`src/rtl/imem_loader.sv`:
```
`default_nettype none
// ============================================================================
//  Module   : imem_loader
//  Purpose  : Write-side companion to the Y86 instruction memory. Takes a
//             byte stream over a valid/ready handshake and writes it one byte
//             per cycle into the memory write port, starting at a
//             programmable base address. Stalls the CPU while busy and
//             reports completion (done pulse) or a sticky error with cause.
//  Option   : IMEM_LOADER_CSUM_EN - when defined, one extra checksum byte
//             follows the program bytes. The 8-bit sum of the program bytes
//             and the checksum byte must be 8'h00.
//  Ports    : clk_i, rst_n_i          clock, async active-low reset
//             start_i, base_i, len_i  load request, base address, length
//             abort_i                 cancel an in-progress load
//             in_valid_i, in_data_i,
//             in_ready_o              byte stream handshake
//             wen_o, waddr_o, wdata_o instruction memory byte write port
//             cpu_stall_o             high whenever the loader is not idle
//             done_o                  one-cycle success pulse
//             error_o, err_code_o     sticky error (1 range, 2 abort, 3 csum)
//  Revision : 1.0 - initial release
// ============================================================================
module imem_loader #(
    parameter int MEM_BYTES = 1024,
    parameter int LEN_W     = 11
) (
    input  logic             clk_i,
    input  logic             rst_n_i,
    input  logic             start_i,
    input  logic [63:0]      base_i,
    input  logic [LEN_W-1:0] len_i,
    input  logic             abort_i,
    input  logic             in_valid_i,
    input  logic [7:0]       in_data_i,
    output logic             in_ready_o,
    output logic             wen_o,
    output logic [63:0]      waddr_o,
    output logic [7:0]       wdata_o,
    output logic             cpu_stall_o,
    output logic             done_o,
    output logic             error_o,
    output logic [1:0]       err_code_o
);

    localparam logic [2:0] c_IDLE = 3'd0;
    localparam logic [2:0] c_LOAD = 3'd1;
`ifdef IMEM_LOADER_CSUM_EN
    localparam logic [2:0] c_CSUM = 3'd2;
`endif
    localparam logic [2:0] c_DONE = 3'd3;
    localparam logic [2:0] c_ERR  = 3'd4;

    localparam logic [1:0] c_CODE_NONE  = 2'd0;
    localparam logic [1:0] c_CODE_RANGE = 2'd1;
    localparam logic [1:0] c_CODE_ABORT = 2'd2;
`ifdef IMEM_LOADER_CSUM_EN
    localparam logic [1:0] c_CODE_CSUM  = 2'd3;
`endif

    localparam logic [63:0] c_LAST_ADDR = 64'(MEM_BYTES - 1);
    localparam logic [64:0] c_MEM_END   = 65'(MEM_BYTES);

    logic [2:0]       r_state;
    logic [63:0]      r_addr;
    logic [LEN_W-1:0] r_remain;
    logic             r_wen;
    logic [63:0]      r_waddr;
    logic [7:0]       r_wdata;
    logic [1:0]       r_err_code;
`ifdef IMEM_LOADER_CSUM_EN
    logic [7:0]       r_sum;
    logic [7:0]       w_sum_next;
`endif

    logic             w_in_ready;
    logic             w_accept;
    logic [64:0]      w_end;
    logic             w_range_err;

    // One extra bit keeps base+len from wrapping; base is also compared on
    // its own so a base near 2^64 is always flagged.
    assign w_end       = {1'b0, base_i} + {{(65-LEN_W){1'b0}}, len_i};
    assign w_range_err = (base_i > c_LAST_ADDR) || (w_end > c_MEM_END);

`ifdef IMEM_LOADER_CSUM_EN
    assign w_in_ready = (r_state == c_LOAD) || (r_state == c_CSUM);
    assign w_sum_next = r_sum + in_data_i;
`else
    assign w_in_ready = (r_state == c_LOAD);
`endif

    // Abort wins over a same-cycle byte: that byte is neither accepted nor written.
    assign w_accept = in_valid_i && w_in_ready && !abort_i;

    always_ff @(posedge clk_i or negedge rst_n_i) begin
        if (!rst_n_i) begin
            r_state    <= c_IDLE;
            r_addr     <= '0;
            r_remain   <= '0;
            r_wen      <= 1'b0;
            r_waddr    <= '0;
            r_wdata    <= '0;
            r_err_code <= c_CODE_NONE;
`ifdef IMEM_LOADER_CSUM_EN
            r_sum      <= '0;
`endif
        end else begin
            r_wen <= 1'b0;
            case (r_state)
                c_IDLE, c_ERR: begin
                    if (start_i) begin
                        r_err_code <= c_CODE_NONE;
                        if (len_i == '0) begin
                            r_state <= c_DONE;
                        end else if (w_range_err) begin
                            r_state    <= c_ERR;
                            r_err_code <= c_CODE_RANGE;
                        end else begin
                            r_state  <= c_LOAD;
                            r_addr   <= base_i;
                            r_remain <= len_i;
`ifdef IMEM_LOADER_CSUM_EN
                            r_sum    <= '0;
`endif
                        end
                    end
                end
                c_LOAD: begin
                    if (abort_i) begin
                        r_state    <= c_ERR;
                        r_err_code <= c_CODE_ABORT;
                    end else if (w_accept) begin
                        r_wen    <= 1'b1;
                        r_waddr  <= r_addr;
                        r_wdata  <= in_data_i;
                        r_addr   <= r_addr + 64'd1;
                        r_remain <= r_remain - LEN_W'(1);
`ifdef IMEM_LOADER_CSUM_EN
                        r_sum    <= w_sum_next;
                        if (r_remain == LEN_W'(1)) begin
                            r_state <= c_CSUM;
                        end
`else
                        if (r_remain == LEN_W'(1)) begin
                            r_state <= c_DONE;
                        end
`endif
                    end
                end
`ifdef IMEM_LOADER_CSUM_EN
                c_CSUM: begin
                    // Checksum byte is consumed but never written to memory.
                    if (abort_i) begin
                        r_state    <= c_ERR;
                        r_err_code <= c_CODE_ABORT;
                    end else if (w_accept) begin
                        if (w_sum_next == 8'h00) begin
                            r_state <= c_DONE;
                        end else begin
                            r_state    <= c_ERR;
                            r_err_code <= c_CODE_CSUM;
                        end
                    end
                end
`endif
                c_DONE: begin
                    r_state <= c_IDLE;
                end
                default: begin
                    r_state <= c_IDLE;
                end
            endcase
        end
    end

    assign in_ready_o  = w_in_ready;
    assign wen_o       = r_wen;
    assign waddr_o     = r_waddr;
    assign wdata_o     = r_wdata;
    assign cpu_stall_o = (r_state != c_IDLE);
    assign done_o      = (r_state == c_DONE);
    assign error_o     = (r_state == c_ERR);
    assign err_code_o  = r_err_code;

endmodule
`default_nettype wire

```
`config.mk`:
```
export PLATFORM = sky130hd
export DESIGN_NAME = imem_loader
export DESIGN_NICKNAME = d
export VERILOG_FILES = /design/src/rtl/imem_loader.sv
export SDC_FILE = /design/constraint.sdc
export NUM_CORES = 1
export LEC_CHECK = 0
export CELL_PAD_IN_SITES_DETAIL_PLACEMENT = 1
export CELL_PAD_IN_SITES_GLOBAL_PLACEMENT = 2
export CORE_MARGIN = 5
export CORE_UTILIZATION = 29
export DETAILED_ROUTE_END_ITERATION = 12
export PLACE_DENSITY_LB_ADDON = 0.08
export SYNTH_ARGS = -nofsm -noshare
export SYNTH_HDL_FRONTEND = slang
export SYNTH_SLANG_ARGS = --single-unit
```
`constraint.sdc`:
```
create_clock -name clk_i -period 5.43 [get_ports clk_i]
set_input_delay 1.086 -clock clk_i [delete_from_list [all_inputs] [get_ports clk_i]]
set_output_delay 1.086 -clock clk_i [all_outputs]
set_load 0.02 [all_outputs]
```
==> out/qor.csv, run 1 <==
stage,metric,value,unit
placement,RD Place Congestion,0.827,
cells_and_area,"commonest non-fill, non-tap cell in the layout",nand2_1,
synthesis,ys flop type,dfrtp_1,
route,DR iter-0 viols,599,
setup_path,worst reg-to-reg setup slack,2.17,ns
synthesis,post-synthesis sequential area ratio,0.444,
setup_path,RR Endpoint,r_addr[52]$_DFFE_PN0P_,
sta,final setup vio count,0,
route,DR vias,8561,
setup_path,CP bufs+invs,2,
cells_and_area,# diodes,0,
sta,Worst Skew,0.0184,ns
die,die height,182,um
synthesis,"area leader, netlist",dfrtp_1,
synthesis,"FFs w/ async S/R, synth",1.00,
synthesis,yosys warns,0,
global_route,gr usage total,0.201,
cells_and_area,"commonest cells after routing, fill and taps aside","nand2_1 (273), clkdlybuf4s50_1 (165), dfrtp_1 (153), nor2_1 (82), a21oi_1 (80)",
die,die area,33300,um2
clocking,Clock Path Buffers,2,
clocking,Clock transition at path regs,0.07,ns
setup_path,Worst setup SP type,input port,
synthesis,Syn Std Cell Area,8620,um2
die,num rows,63,
placement,Detail Placement HPWL,23300,um
power,Leak,0.00486,uW
route,vias per inst,5.39,
route,First-pass DRT Iterations,5,
cells_and_area,layout cells sized above 1,0.0576,
synthesis,number of flops mapped to enable cells by yosys,0,
route,DRC viols,0,
placement,area post-placement,10600,um2
global_route,total congestion overflow,0,
setup_path,Crit. End Element,register,
sta,Hold Slack,0.474,ns
setup_path,Worst R2R Start,r_addr[8]$_DFFE_PN0P_,
clocking,Hold Buf Count CTS,0,
setup_path,WP data arrival,4.46,ns
setup_path,CP Data Required Time,5.75,ns
sta,final period utilization,0.763,
global_route,first-pass GRT wire length,53300,um
sta,Max Clk Rate,241,MHz
clocking,clock tree sinks,153,
power,Peak supply drop,0.000177,V
global_route,vias in the first global route,9062,
global_route,largest net degree at the start of global routing,115,
synthesis,synth top area cells,"dfrtp_1 (44%), nand2_1 (12%), a21oi_1 (4.6%)",
sta,setup TNS,0,ns
route,WL final,33100,um
route,Detail Route Antenna Nets,0,
power,PwrDens,255,nW/um2
synthesis,Yosys top cell area share,0.444,
clocking,post-CTS setup buffer count,0,
setup_path,CP max FO,13,
sta,RSZ-0062 raised after global routing,no,
cells_and_area,post-layout util,0.379,
die,Die Width,182,um
die,Initial Util,0.292,
min_path,Min-Delay Endpoint,wdata_o[1]$_DFFE_PN0P_,
placement,Port Buffer Count,166,
global_route,initial antenna violation count,0,
route,WL/cell,20.9,um
setup_path,R2R cell count,8,
setup_path,Crit path max-delay family,compound AO/OA/AOI/OAI gates,
sta,Slew @ Worst Pin,1.06,ns
cells_and_area,design area,11200,um2
outcome,outcome,finished clean,
clocking,Clock Latency Late Sink,0.45,ns
synthesis,Synth Instances,1049,
synthesis,Seq cells post-synth,153,
clocking,CTS tree,built,
sta,Max-Slew Margin vs Limit,0.285,
synthesis,library cells used by synthesis,67,
sta,Tmin final,4.14,ns
clocking,root buf cell,clkbuf_16,
setup_path,critical path class,in2reg,
cells_and_area,Area Overhead vs Synth,29.6,%
die,num ports,167,
clocking,CTS Buf Count,17,
clocking,H-tree depth,4,
setup_path,CP max stage delay,0.48,ns
synthesis,Avg Inst Size Synth,8.22,um2
synthesis,Post-Syn Nets,1152,
clocking,Resized Gates After CTS,0,
setup_path,CP max-delay cell,clkdlybuf4s50_1,
setup_path,crit path cell chain,clkdlybuf4s50_1 -> ha_1 -> fa_1 -> xor2_1 -> a2111oi_2 -> o211a_1 -> o2111ai_1 -> a211o_1 -> a2111o_2 -> nand2_1 -> buf_4 -> o2bb2a_1,
sta,final hold violations,0,
min_path,HP Start,wdata_o[1]$_DFFE_PN0P_,
cells_and_area,nets@finish,1287,
min_path,Worst Hold Class,reg2reg,
sta,Slew Limit Fails,0,
min_path,worst hold stages,2,
die,Core ar.,29500,um2
run,max-cap violations,0,
==> Yosys cell counts (14+ instances only) <==
| cell | number |
|---|---|
| o21ai_0 | 24 |
| nor3_1 | 19 |
| nor4_1 | 22 |
| ha_1 | 14 |
| a31oi_1 | 40 |
| and3_1 | 16 |
| nand3_1 | 57 |
| nand2_1 | 274 |
| nor2_1 | 82 |
| clkbuf_1 | 49 |
| o22a_1 | 26 |
| dfrtp_1 | 153 |
| nand4_1 | 22 |
| a21oi_1 | 80 |
==> logic make-up (layout without fill, tap and decap cells) <==
family | count (synthesis) | count (layout) | synth area share
buffers and inverters | 77 | 225 | 0.0395
multiplexers | 4 | 4 | 0.00465
AND/OR/NAND/NOR | 529 | 529 | 0.274
flip-flops | 153 | 153 | 0.444
adder cells (fa/ha/maj) | 15 | 15 | 0.0226
AO/OA/AOI/OAI | 265 | 265 | 0.209
XOR/XNOR | 6 | 6 | 0.00610
==> routing by layer <==
layer | share of wire | routed length, um | global-route usage | up-vias
met5 | 0 | 0 | 0 | -
met4 | 0.012 | 404 | 0.0456 | 0
met3 | 0.037 | 1220 | 0.0333 | 28
met2 | 0.49 | 16100 | 0.336 | 166
met1 | 0.46 | 15400 | 0.273 | 4305
li1 | - | - | - | 4062
==> report_power, final <==
part	internal, uW	leakage, uW	switching, uW	total, uW
Combinational	189	0.00263	199	387
Sequential	1220	0.00198	97.9	1320
Clock	591	0.000253	554	1150
==> worst max path at each step <==
stage	start	to	slack, ns	cells after the start
final	len_i[0]	r_addr[33]$_DFFE_PN0P_	1.29	12
after global routing	len_i[6]	r_addr[28]$_DFFE_PN0P_	1.14	11
after CTS	len_i[0]	r_addr[33]$_DFFE_PN0P_	1.31	12
after detailed placement	len_i[0]	r_addr[33]$_DFFE_PN0P_	0.84	12
after global placement	len_i[0]	r_addr[6]$_DFFE_PN0P_	0.88	11
after floorplan	base_i[0]	r_addr[12]$_DFFE_PN0P_	1.55	13
==> per-stage QoR <==
stage	setup slack, ns	power, uW	instances
after global placement	0.884	1720	1555
after detailed placement	0.840	1730	1555
after global routing	1.14	2980	1587
final	1.29	2850	1587
after floorplan	1.55	1490	1049
after CTS	1.31	2900	1587
==> worst register-to-register path, delay by kind of cell, from the launching register on <==
family / cells / cell delay [ns]
xor+xnor: 1 / 0.10
flops: 1 / 0.49
simple gates: 7 / 2.56
==> final cells by class <==
| type | instances | area, um2 |
|---|---|---|
| Timing Repair Buffer | 182 | 1810 |
| Inverter | 11 | 41.3 |
| Tap cell | 390 | 488 |
| Fill cell | 3527 | 18300 |
| Multi-Input combinational cell | 819 | 4460 |
| Clock buffer | 17 | 425 |
| Sequential cell | 153 | 3830 |
| Clock inverter | 15 | 118 |
==> flip-flops by register name, summed over array words and instances, names as in the netlist <==
name	cells
wen_o	1
r_addr	64
r_state	3
wdata_o	8
waddr_o	64
err_code_o	2
r_remain	11
Power figures use the tool's default switching activity.
==> run 2: changes to the inputs <==
--- a/config.mk
+++ b/config.mk
@@ -8,7 +8,7 @@
 export CELL_PAD_IN_SITES_DETAIL_PLACEMENT = 1
 export CELL_PAD_IN_SITES_GLOBAL_PLACEMENT = 2
 export CORE_MARGIN = 5
-export CORE_UTILIZATION = 29
+export CORE_UTILIZATION = 28
 export DETAILED_ROUTE_END_ITERATION = 12
 export PLACE_DENSITY_LB_ADDON = 0.08
 export SYNTH_ARGS = -nofsm -noshare
==> constraint.sdc (replaced) <==
create_clock -name clk_i -period 3.34 [get_ports clk_i]
set_input_delay 0.668 -clock clk_i [delete_from_list [all_inputs] [get_ports clk_i]]
set_output_delay 0.668 -clock clk_i [all_outputs]
set_load 0.02 [all_outputs]
==> run 2 against run 1 <==
Compared with the run above: clock skew down 0.0029 ns; via count increased by 2.6%; final area rose by 9.7%; non-clock buffer count is 89 higher; combinational power rose by 90%; sequential share of layout area is 3.0 points lower; critical endpoint is now r_addr[14]$_DFFE_PN0P_; setup slack lost 1.2 ns; utilization grew 2.3 points; sequential cell count unchanged; die area up 3.4%.
==> out/qor.csv, run 2 (synthesis results as in run 1) <==
stage,metric,value,unit,change
sta,Tmin final,3.30,ns,
route,WL final,33500,um,+1.2%
min_path,Worst Hold Class,in2async,,
global_route,gr usage total,0.194,,-0.00655
route,metal2 WL,16500,um,+2.4%
placement,area post-placement,11400,um2,+7.0%
route,Detail Route Antenna Nets,0,,unchanged
route,DR vias,8785,,+2.6%
route,DR iter-0 viols,527,,-12%
global_route,vias in the first global route,9221,,+1.8%
clocking,Clock Latency Late Sink,0.44,ns,about the same
setup_path,Worst setup SP type,input port,,
die,die area,34400,um2,+3.4%
global_route,total congestion overflow,0,,unchanged
run,max-cap violations,0,,unchanged
setup_path,CP max FO,9,,-4
clocking,root buf cell,clkbuf_16,,
sta,Slew Limit Fails,0,,unchanged
clocking,clock tree sinks,153,,unchanged
cells_and_area,layout cells sized above 1,0.144,,+0.0862
global_route,initial antenna violation count,0,,unchanged
sta,Slew @ Worst Pin,0.895,ns,-0.168 ns
die,Initial Util,0.282,,-0.00985
setup_path,WP data arrival,3.63,ns,-0.83 ns
global_route,largest net degree at the start of global routing,104,,-9.6%
cells_and_area,post-layout util,0.401,,+0.0226
cells_and_area,fillcell total,3589,,+1.8%
cells_and_area,"commonest non-fill, non-tap cell in the layout",nand2_1,,
cells_and_area,area of the multi-input gates,4640,um2,+4.0%
cells_and_area,# diodes,0,,unchanged
clocking,CTS tree,built,,
sta,setup TNS,0,ns,unchanged
global_route,first-pass GRT wire length,53100,um,-0.49%
cells_and_area,FF/Latch Area,3830,um2,unchanged
clocking,post-CTS setup buffer count,0,,unchanged
clocking,Clock Path Buffers,2,,unchanged
sta,final setup vio count,0,,unchanged
sta,Worst Skew,0.0155,ns,-0.00293 ns
route,metal3 WL,942,um,-22%
power,PwrDens,402,nW/um2,+58%
placement,Port Buffer Count,166,,unchanged
setup_path,CP Data Required Time,3.67,ns,-2.08 ns
die,die height,185,um,+1.7%
power,Leak,0.00551,uW,+13%
route,WL/cell,19.9,um,-4.5%
placement,RD Place Congestion,0.832,,+0.67%
sta,final hold violations,0,,unchanged
clocking,Clock transition at path regs,0.07,ns,about the same
cells_and_area,design area,12200,um2,+9.7%
route,vias per inst,5.22,,-3.2%
clocking,H-tree depth,4,,unchanged
sta,final period utilization,0.987,,
setup_path,Crit. End Element,register,,
cells_and_area,nets@finish,1376,,+6.9%
sta,Max-Slew Margin vs Limit,0.403,,+0.118
clocking,CTS Buf Count,17,,unchanged
route,DRC viols,0,,unchanged
outcome,outcome,finished clean,,
route,Top Layer Used,met4,,
die,Die Width,185,um,+1.7%
die,num ports,167,,unchanged
placement,Detail Placement HPWL,23800,um,+2.1%
clocking,Hold Buf Count CTS,0,,unchanged
setup_path,critical path class,in2reg,,
die,num rows,64,,+1.6%
die,Core ar.,30500,um2,+3.5%
cells_and_area,Area Overhead vs Synth,42.1,%,
route,WL met1,15800,um,+2.8%
route,First-pass DRT Iterations,4,,-1
power,Peak supply drop,0.000277,V,+56%
cells_and_area,"commonest cells after routing, fill and taps aside","nand2_1 (271), dfrtp_1 (153), clkdlybuf4s50_1 (147), buf_4 (91), nor2_1 (82)",,
sta,Max Clk Rate,303,MHz,
[run 2: cell types whose count changed in the layout (fill, tap and decap cells not counted), moves of 6 or more]
cell             delta
buf_12              +6
buf_4              +77
clkdlybuf4s50_1    -18
dlymetal6s2s_1     +12
ha_1                -6
ha_4                +6
[run 2: repair_timing]
| item | in CTS | in global routing |
|---|---|---|
| setup endpoints to repair | 76 | 62 |
| gates cloned | 0 | 3 |
| pin swaps | 6 | 12 |
| hold endpoints to repair | 0 | 0 |
| gates resized for setup | 21 | 34 |
[run 2: final timing paths]
path / startpoint / endpoint / slack [ns] / cells past startpoint
max in group asynchronous: rst_n_i / waddr_o[31]$_DFFE_PN0P_ / 2.25 / 2
min in group clk_i: waddr_o[57]$_DFFE_PN0P_ / waddr_o[57]$_DFFE_PN0P_ / 0.47 / 2
hold reg to reg: waddr_o[57]$_DFFE_PN0P_ / waddr_o[57]$_DFFE_PN0P_ / 0.47 / 2
hold / removal: rst_n_i / wdata_o[7]$_DFFE_PN0P_ / 0.18 / 1
setup reg to reg: r_addr[8]$_DFFE_PN0P_ / r_addr[55]$_DFFE_PN0P_ / 0.52 / 8
setup / recovery: base_i[6] / r_addr[14]$_DFFE_PN0P_ / 0.04 / 11
[run 2: metal layers]
layer	up-vias	GRT usage
li1	4238	-
met1	4399	0.272
met2	127	0.323
met3	21	0.0279
met4	0	0.0364
met5	-	0
[run 2: power by group]
group          internal, uW  total (uW)  switching, uW
Combinational           379         735            356
Sequential             1980        2140            156
Clock                  1190        2050            857
[run 2: critical path, stage by stage]
cell,delay [ns]
dlygate4sd2_1,0.30
ha_4,0.27
buf_6,0.14
a2111oi_4,0.36
o211a_1,0.21
o2111ai_2,0.12
a211o_1,0.36
a2111o_2,0.56
and2_4,0.26
clkbuf_16,0.19
o22a_1,0.20
[run 2: area by class of cell]
class | count | area share
Timing Repair Buffer | 271 | 0.215
Tap cell | 396 | 0.0405
Sequential cell | 153 | 0.313
Multi-Input combinational cell | 819 | 0.379
Clock buffer | 21 | 0.0392
Clock inverter | 11 | 0.0110
Inverter | 11 | 0.00347
[run 2: stage by stage]
| step | power, uW | worst slack, ns | hold WS, ns | instances |
|---|---|---|---|---|
| 6_report | 4920 | 0.0434 | 0.184 | 1682 |
| 5_1_grt | 5150 | -0.0181 | 0.248 | 1682 |
| 4_1_cts | 4980 | 0.00405 | 0.226 | 1679 |
| 3_5_place_dp | 2890 | -0.773 | 0.461 | 1647 |
| 3_3_place_gp | 2870 | -0.766 | 0.459 | 1647 |
| 2_1_floorplan | 2430 | 0.0197 | 0.372 | 1049 |
==> RTL change 1: new RTL, flow settings as in run 2 <==
Change the parameter `LEN_W` from 11 to 22.
--- a/src/rtl/imem_loader.sv
+++ b/src/rtl/imem_loader.sv
@@ -23,5 +23,5 @@
 module imem_loader #(
     parameter int MEM_BYTES = 1024,
-    parameter int LEN_W     = 11
+    parameter int LEN_W     = 22
 ) (
     input  logic             clk_i,
Interface: changed (resized len_i); port bits go from 167 to 178. No check against the original RTL was run, so the function may have changed too.
==> RTL change 1 against run 2 <==
  * The flow now finishes with violations (setup timing)
  * Wire length grew 21%
  * Synthesized area grew 12%
  * Critical path depth grew 5
  * Count of clock-buffer cells in the layout shrank 4
  * Sequential cell count grew 11
  * Synthesized cell count grew 14%
  * Sequential share of layout area shrank 3.9 points
  * Setup slack lost 0.17 ns
  * Power grew 3.1%
  * Cell area grew 22%
  * Non-clock buffer count grew 123
  * First-iteration DRC count grew 19%
  * Fmax shrank 4.8%
  * Critical endpoint is now r_addr[31]
==> RTL change 1: results (changes against run 2) <==
status = finished, violations left
failing checks = setup timing
min-delay worst type = primary input to asynchronous set/reset pin
placed cell area = 0.0135 sq mm (+19%)
antenna violations before repair = 3 (+3)
leakage power figure = 6.51 nW (+18%)
Async SR Flop Fraction = 100% (unchanged)
Starting DRT DRC Count = 628 (+19%)
max incr delay on CP = 0.38 ns (-0.18 ns)
Global Route Usage Sum = 20.7% (+1.2 points)
count of input and output buffers = 177 (+6.6%)
drt total wl = 40400 microns (+21%)
share of cells above drive strength 1 = 27.5% (+13 points)
most frequent cells after synthesis = nand2_1, dfrtp_1, a21oi_1
Seq/Total Area, Yosys = 42.5% (-1.9 points)
CTS root buf = clkbuf_16
Final Skew = 0.0154 ns (-0.0000717 ns)
GRT met2 Usage = 32.7% (+0.36 points)
DRC viols = 0 (unchanged)
total negative slack = -3.15 ns (-3.15 ns)
clk slew on worst S/H paths = 0.07 ns (about the same)
Peak VDD IR = 337 uV (+22%)
vias after detailed routing = 10400 (+18%)
synth unique cells = 74 (+10%)
Routed Antenna Nets = 0 (unchanged)
Clock Latency Late Sink = 0.44 ns (about the same)
Worst path slowest cell = fa_2
GR Layer Usage met3 = 3.02% (+0.23 points)
dpl ws = -1.01 ns (-0.240 ns)
Mapped Nets = 1326 (+15%)
worst path arrival time = 3.82 ns (+0.19 ns)
Synth area leaders = dfrtp_1, nand2_1, a21oi_1, o21ai_0, ha_1
maximum fanout along the worst path = 6 (-3)
Final nets = 1670 (+21%)
Pre-antenna DRT Iters = 5 (+1)
Int Pwr = 3.63 mW (+2.2%)
HPWL Detailed = 29600 microns (+24%)
GR Layer Usage met1 = 30.3% (+3.2 points)
Least-Margin Pin Slew = 0.807 ns (-0.0883 ns)
Num CTS Buffers = 17 (unchanged)
gpl congestion = 0.848 (+1.9%)
setup violators final = 70 (+70)
number of global-route vias before repair = 10900 (+18%)
CTS HTree Levels = 4 (unchanged)
largest net degree at the start of global routing = 159 (+53%)
Synth warnings = 0 (unchanged)
CTS Buffer Depth = 2 (unchanged)
first-pass GRT wire length = 63200 microns (+19%)
final setup margin = -0.124 ns (-0.167 ns)
## RTL change 1: logic make-up (layout without fill, tap and decap cells)
| kind of cell | Yosys count | count (layout) | share of synthesized area, % |
|---|---|---|---|
| adders and majority gates | 26 | 26 | 3.45 |
| muxes | 4 | 4 | 0.428 |
| other | 0 | 3 | 0 |
| AOI/OAI and AO/OA | 349 | 349 | 21.6 |
| buffers and inverters | 83 | 440 | 3.85 |
| and+or+nand+nor | 564 | 564 | 27.2 |
| DFF | 164 | 164 | 42.5 |
| xor gates and xnor gates | 11 | 11 | 0.998 |
## RTL change 1: layout make-up
type	instances	area [sq um]
Sequential cell	164	4100
Clock inverter	15	188
Multi-Input combinational cell	954	5970
Timing Repair Buffer	394	3650
Antenna cell	3	7.51
Fill cell	4010	19300
Tap cell	455	569
Inverter	14	55.1
Clock buffer	17	425
## RTL change 1: path summary, 6_finish.rpt
check	from	end	slack, ns	cells after the start
min reg2reg	waddr_o[57]	waddr_o[57]	0.47	2
max	len_i[0]	r_addr[31]	-0.12	16
min	rst_n_i	r_remain[1]	0.28	1
max in group asynchronous	rst_n_i	r_addr[14]	2.23	2
min in group clk_i	waddr_o[57]	waddr_o[57]	0.47	2
max reg2reg	r_addr[1]	r_addr[62]	0.27	11
## RTL change 1: per-layer routing
| metal | vias to the layer above | part of all wire, % |
|---|---|---|
| met5 | - | 0 |
| met4 | 0 | 1.0 |
| met3 | 28 | 3.0 |
| met2 | 162 | 46 |
| met1 | 5158 | 49 |
| li1 | 5028 | - |
## RTL change 1: timing repair
action / CTS / global route
hold endpoints to repair: 0 / 0
hold buffers: 0 / 0
cloned: 3 / 3
resized for setup: 183 / 55
pin swaps: 53 / 25
endpoints found under the setup margin: 89 / 88
setup buffers: 19 / 7
## RTL change 1: through the flow
stage	util (%)	instances
after floorplan	-	1201
after global placement	39.3	1952
after detailed placement	39.3	1952
after CTS	42.8	2006
after global routing	43.7	2016
final	43.7	2016
## RTL change 1: critical path: cells and delay by family
kind | cells | cell delay [ns]
simple gates | 2 | 0.60
buf+inv | 4 | 0.51
compound gates | 7 | 1.18
mux | 1 | 0.32
fa+ha+maj | 2 | 0.54
## RTL change 1: power by group through the flow
stage | Combinational [mW] | Clock, mW | Sequential [mW]
2_1_floorplan | 0.298 | 0 | 2.09
3_3_place_gp | 0.795 | 0 | 2.10
3_5_place_dp | 0.803 | 0 | 2.10
4_1_cts | 0.888 | 2.15 | 2.07
5_1_grt | 0.989 | 2.24 | 2.07
6_report | 0.907 | 2.10 | 2.07
==> RTL change 2: new RTL, config.mk and constraints of run 2 <==
Without the edit above. Reset style: synchronous (`rst_n_i`), changed in one clocked block. Comments in the files are not updated.
--- a/src/rtl/imem_loader.sv
+++ b/src/rtl/imem_loader.sv
@@ -93,5 +93,5 @@
     assign w_accept = in_valid_i && w_in_ready && !abort_i;
 
-    always_ff @(posedge clk_i or negedge rst_n_i) begin
+    always_ff @(posedge clk_i) begin
         if (!rst_n_i) begin
             r_state    <= c_IDLE;
Check against the original RTL: differs if rst_n_i is asserted again (counterexample within 4 cycles, from zero or initial values and one cycle with rst_n_i low); with rst_n_i held inactive, the same outputs for 4 cycles.
==> RTL change 2 against run 2 <==
  * Wire length grew 9.3%
  * Power shrank 12%
  * Count of clock-buffer cells in the layout grew 1
  * Via count grew 11%
  * Fmax shrank 0.34%
  * Sequential cell count is the same
  * Critical path depth grew 1
  * Register-to-register slack lost 0.06 ns
  * Setup slack lost 0.011 ns
  * Largest cell class unchanged
  * Die area grew 0.32%
  * Cell area grew 4.3%
  * Synthesized cell count grew 11%
  * Synthesized area grew 0.33%
==> RTL change 2: results (changes against run 2) <==
Hold Path End = waddr_o[6]
largest net degree at the start of global routing = 72 (-31%)
share of cells above drive strength 1 = 20.3% (+5.9 points)
HPWL Detailed = 26000 microns (+9.3%)
maximum operating frequency = 0.302 GHz (-0.34%)
Starting DRT DRC Count = 613 (+16%)
Clock Latency Late Sink = 0.44 ns (about the same)
status = finished clean
Mapped Nets = 1264 (+9.7%)
worst hold stages = 2
antenna violations before repair = 2 (+2)
Final Core Density = 41.9% (+1.7 points)
reg-to-reg endpoint = r_addr[61]
count of input and output buffers = 166 (unchanged)
leakage power figure = 4.69 nW (-15%)
most frequent cells after synthesis = nand2_1, a21oi_1, dfxtp_1
first-pass GRT wire length = 57400 microns (+8.1%)
synth unique cells = 72 (+7.5%)
Worst path slowest cell = or4b_1
placed cell area = 0.0117 sq mm (+2.9%)
maximum fanout along the worst path = 8 (-1)
vias after detailed routing = 9762 (+11%)
Global Route Usage Sum = 20.9% (+1.5 points)
DR WL/cell = 20.0 microns (+0.40%)
R2R Path Start = r_addr[24]
fillers = 3698 (+3.0%)
Least-Margin Pin Slew = 0.890 ns (-0.00455 ns)
dpl ws = -0.724 ns (+0.0487 ns)
number of global-route vias before repair = 10100 (+9.6%)
Async SR Flop Fraction = 0% (-100 points)
min-delay worst type = register to register
Final Skew = 0.0191 ns (+0.00362 ns)
Synth Flop Type = dfxtp_1
Synth area leaders = dfxtp_1, nand2_1, a21oi_1, o32ai_2, nor2_1
R2R depth = 10 (+2)
flop-to-flop setup slack = 0.46 ns (-0.06 ns)
max incr delay on CP = 0.54 ns (-0.02 ns)
Peak VDD IR = 316 uV (+14%)
Seq/Total Area, Yosys = 35.4% (-9.0 points)
Final nets = 1526 (+11%)
gpl congestion = 0.823 (-1.2%)
[RTL change 2: logic make-up after synthesis]
logic type	count (synthesis)	share of synthesized area, %
and+or+nand+nor	537	28.3
DFF	153	35.4
muxes	8	0.926
AOI/OAI and AO/OA	342	27.6
adders and majority gates	15	2.26
xor gates and xnor gates	5	0.506
buffers and inverters	101	5.06
[RTL change 2: through the flow]
| step | hold WS [ns] | instances |
|---|---|---|
| global route | 0.474 | 1831 |
| detailed placement | 0.448 | 1787 |
| finish | 0.453 | 1831 |
| CTS | 0.457 | 1826 |
| global placement | 0.442 | 1787 |
| floorplan | 0.445 | 1161 |
[RTL change 2: worst max-delay path by stage]
stage | endpoint | from | cells past startpoint
6_report | r_addr[47] | len_i[9] | 12
5_1_grt | r_remain[8] | len_i[8] | 13
4_1_cts | r_addr[47] | base_i[48] | 12
3_5_place_dp | r_remain[8] | base_i[0] | 12
3_3_place_gp | r_remain[4] | base_i[0] | 12
2_1_floorplan | r_addr[19] | base_i[0] | 12
[RTL change 2: cell type report]
type	instances	share of cell area (%)
Multi-Input combinational cell	907	42.8
Timing Repair Buffer	332	24.5
Sequential cell	153	24.0
Tap cell	396	3.88
Clock buffer	22	3.71
Clock inverter	9	0.715
Inverter	12	0.372
[RTL change 2: report_power, final]
part	internal [mW]	switching, mW
Combinational	0.294	0.276
Sequential	1.83	0.00261
Clock	1.09	0.836
Total	3.21	1.11
[RTL change 2: per-layer routing]
metal / up-vias / part of all wire (%) / track usage [%]
met5: - / 0.055 / 0
met4: 2 / 1.5 / 5.04
met3: 32 / 3.9 / 3.58
met2: 195 / 46 / 34.0
met1: 4770 / 48 / 28.9
li1: 4763 / - / -
[RTL change 2: what timing repair did]
action	CTS	global route
pin swaps	21	29
setup endpoints to repair	75	75
gates cloned	1	2
setup buffers	7	3
resized for setup	49	53
[RTL change 2: worst reg2reg max path, cell delays in order (launching register included)]
cell and delay, ns:
dfxtp_1 0.50, nand4_1 0.27, nor4_1 0.38, buf_4 0.19, or3b_1 0.50, nor4b_1 0.30, buf_4 0.17, nand4_1 0.12
nor2_1 0.11, o21ai_0 0.08, a31oi_1 0.18
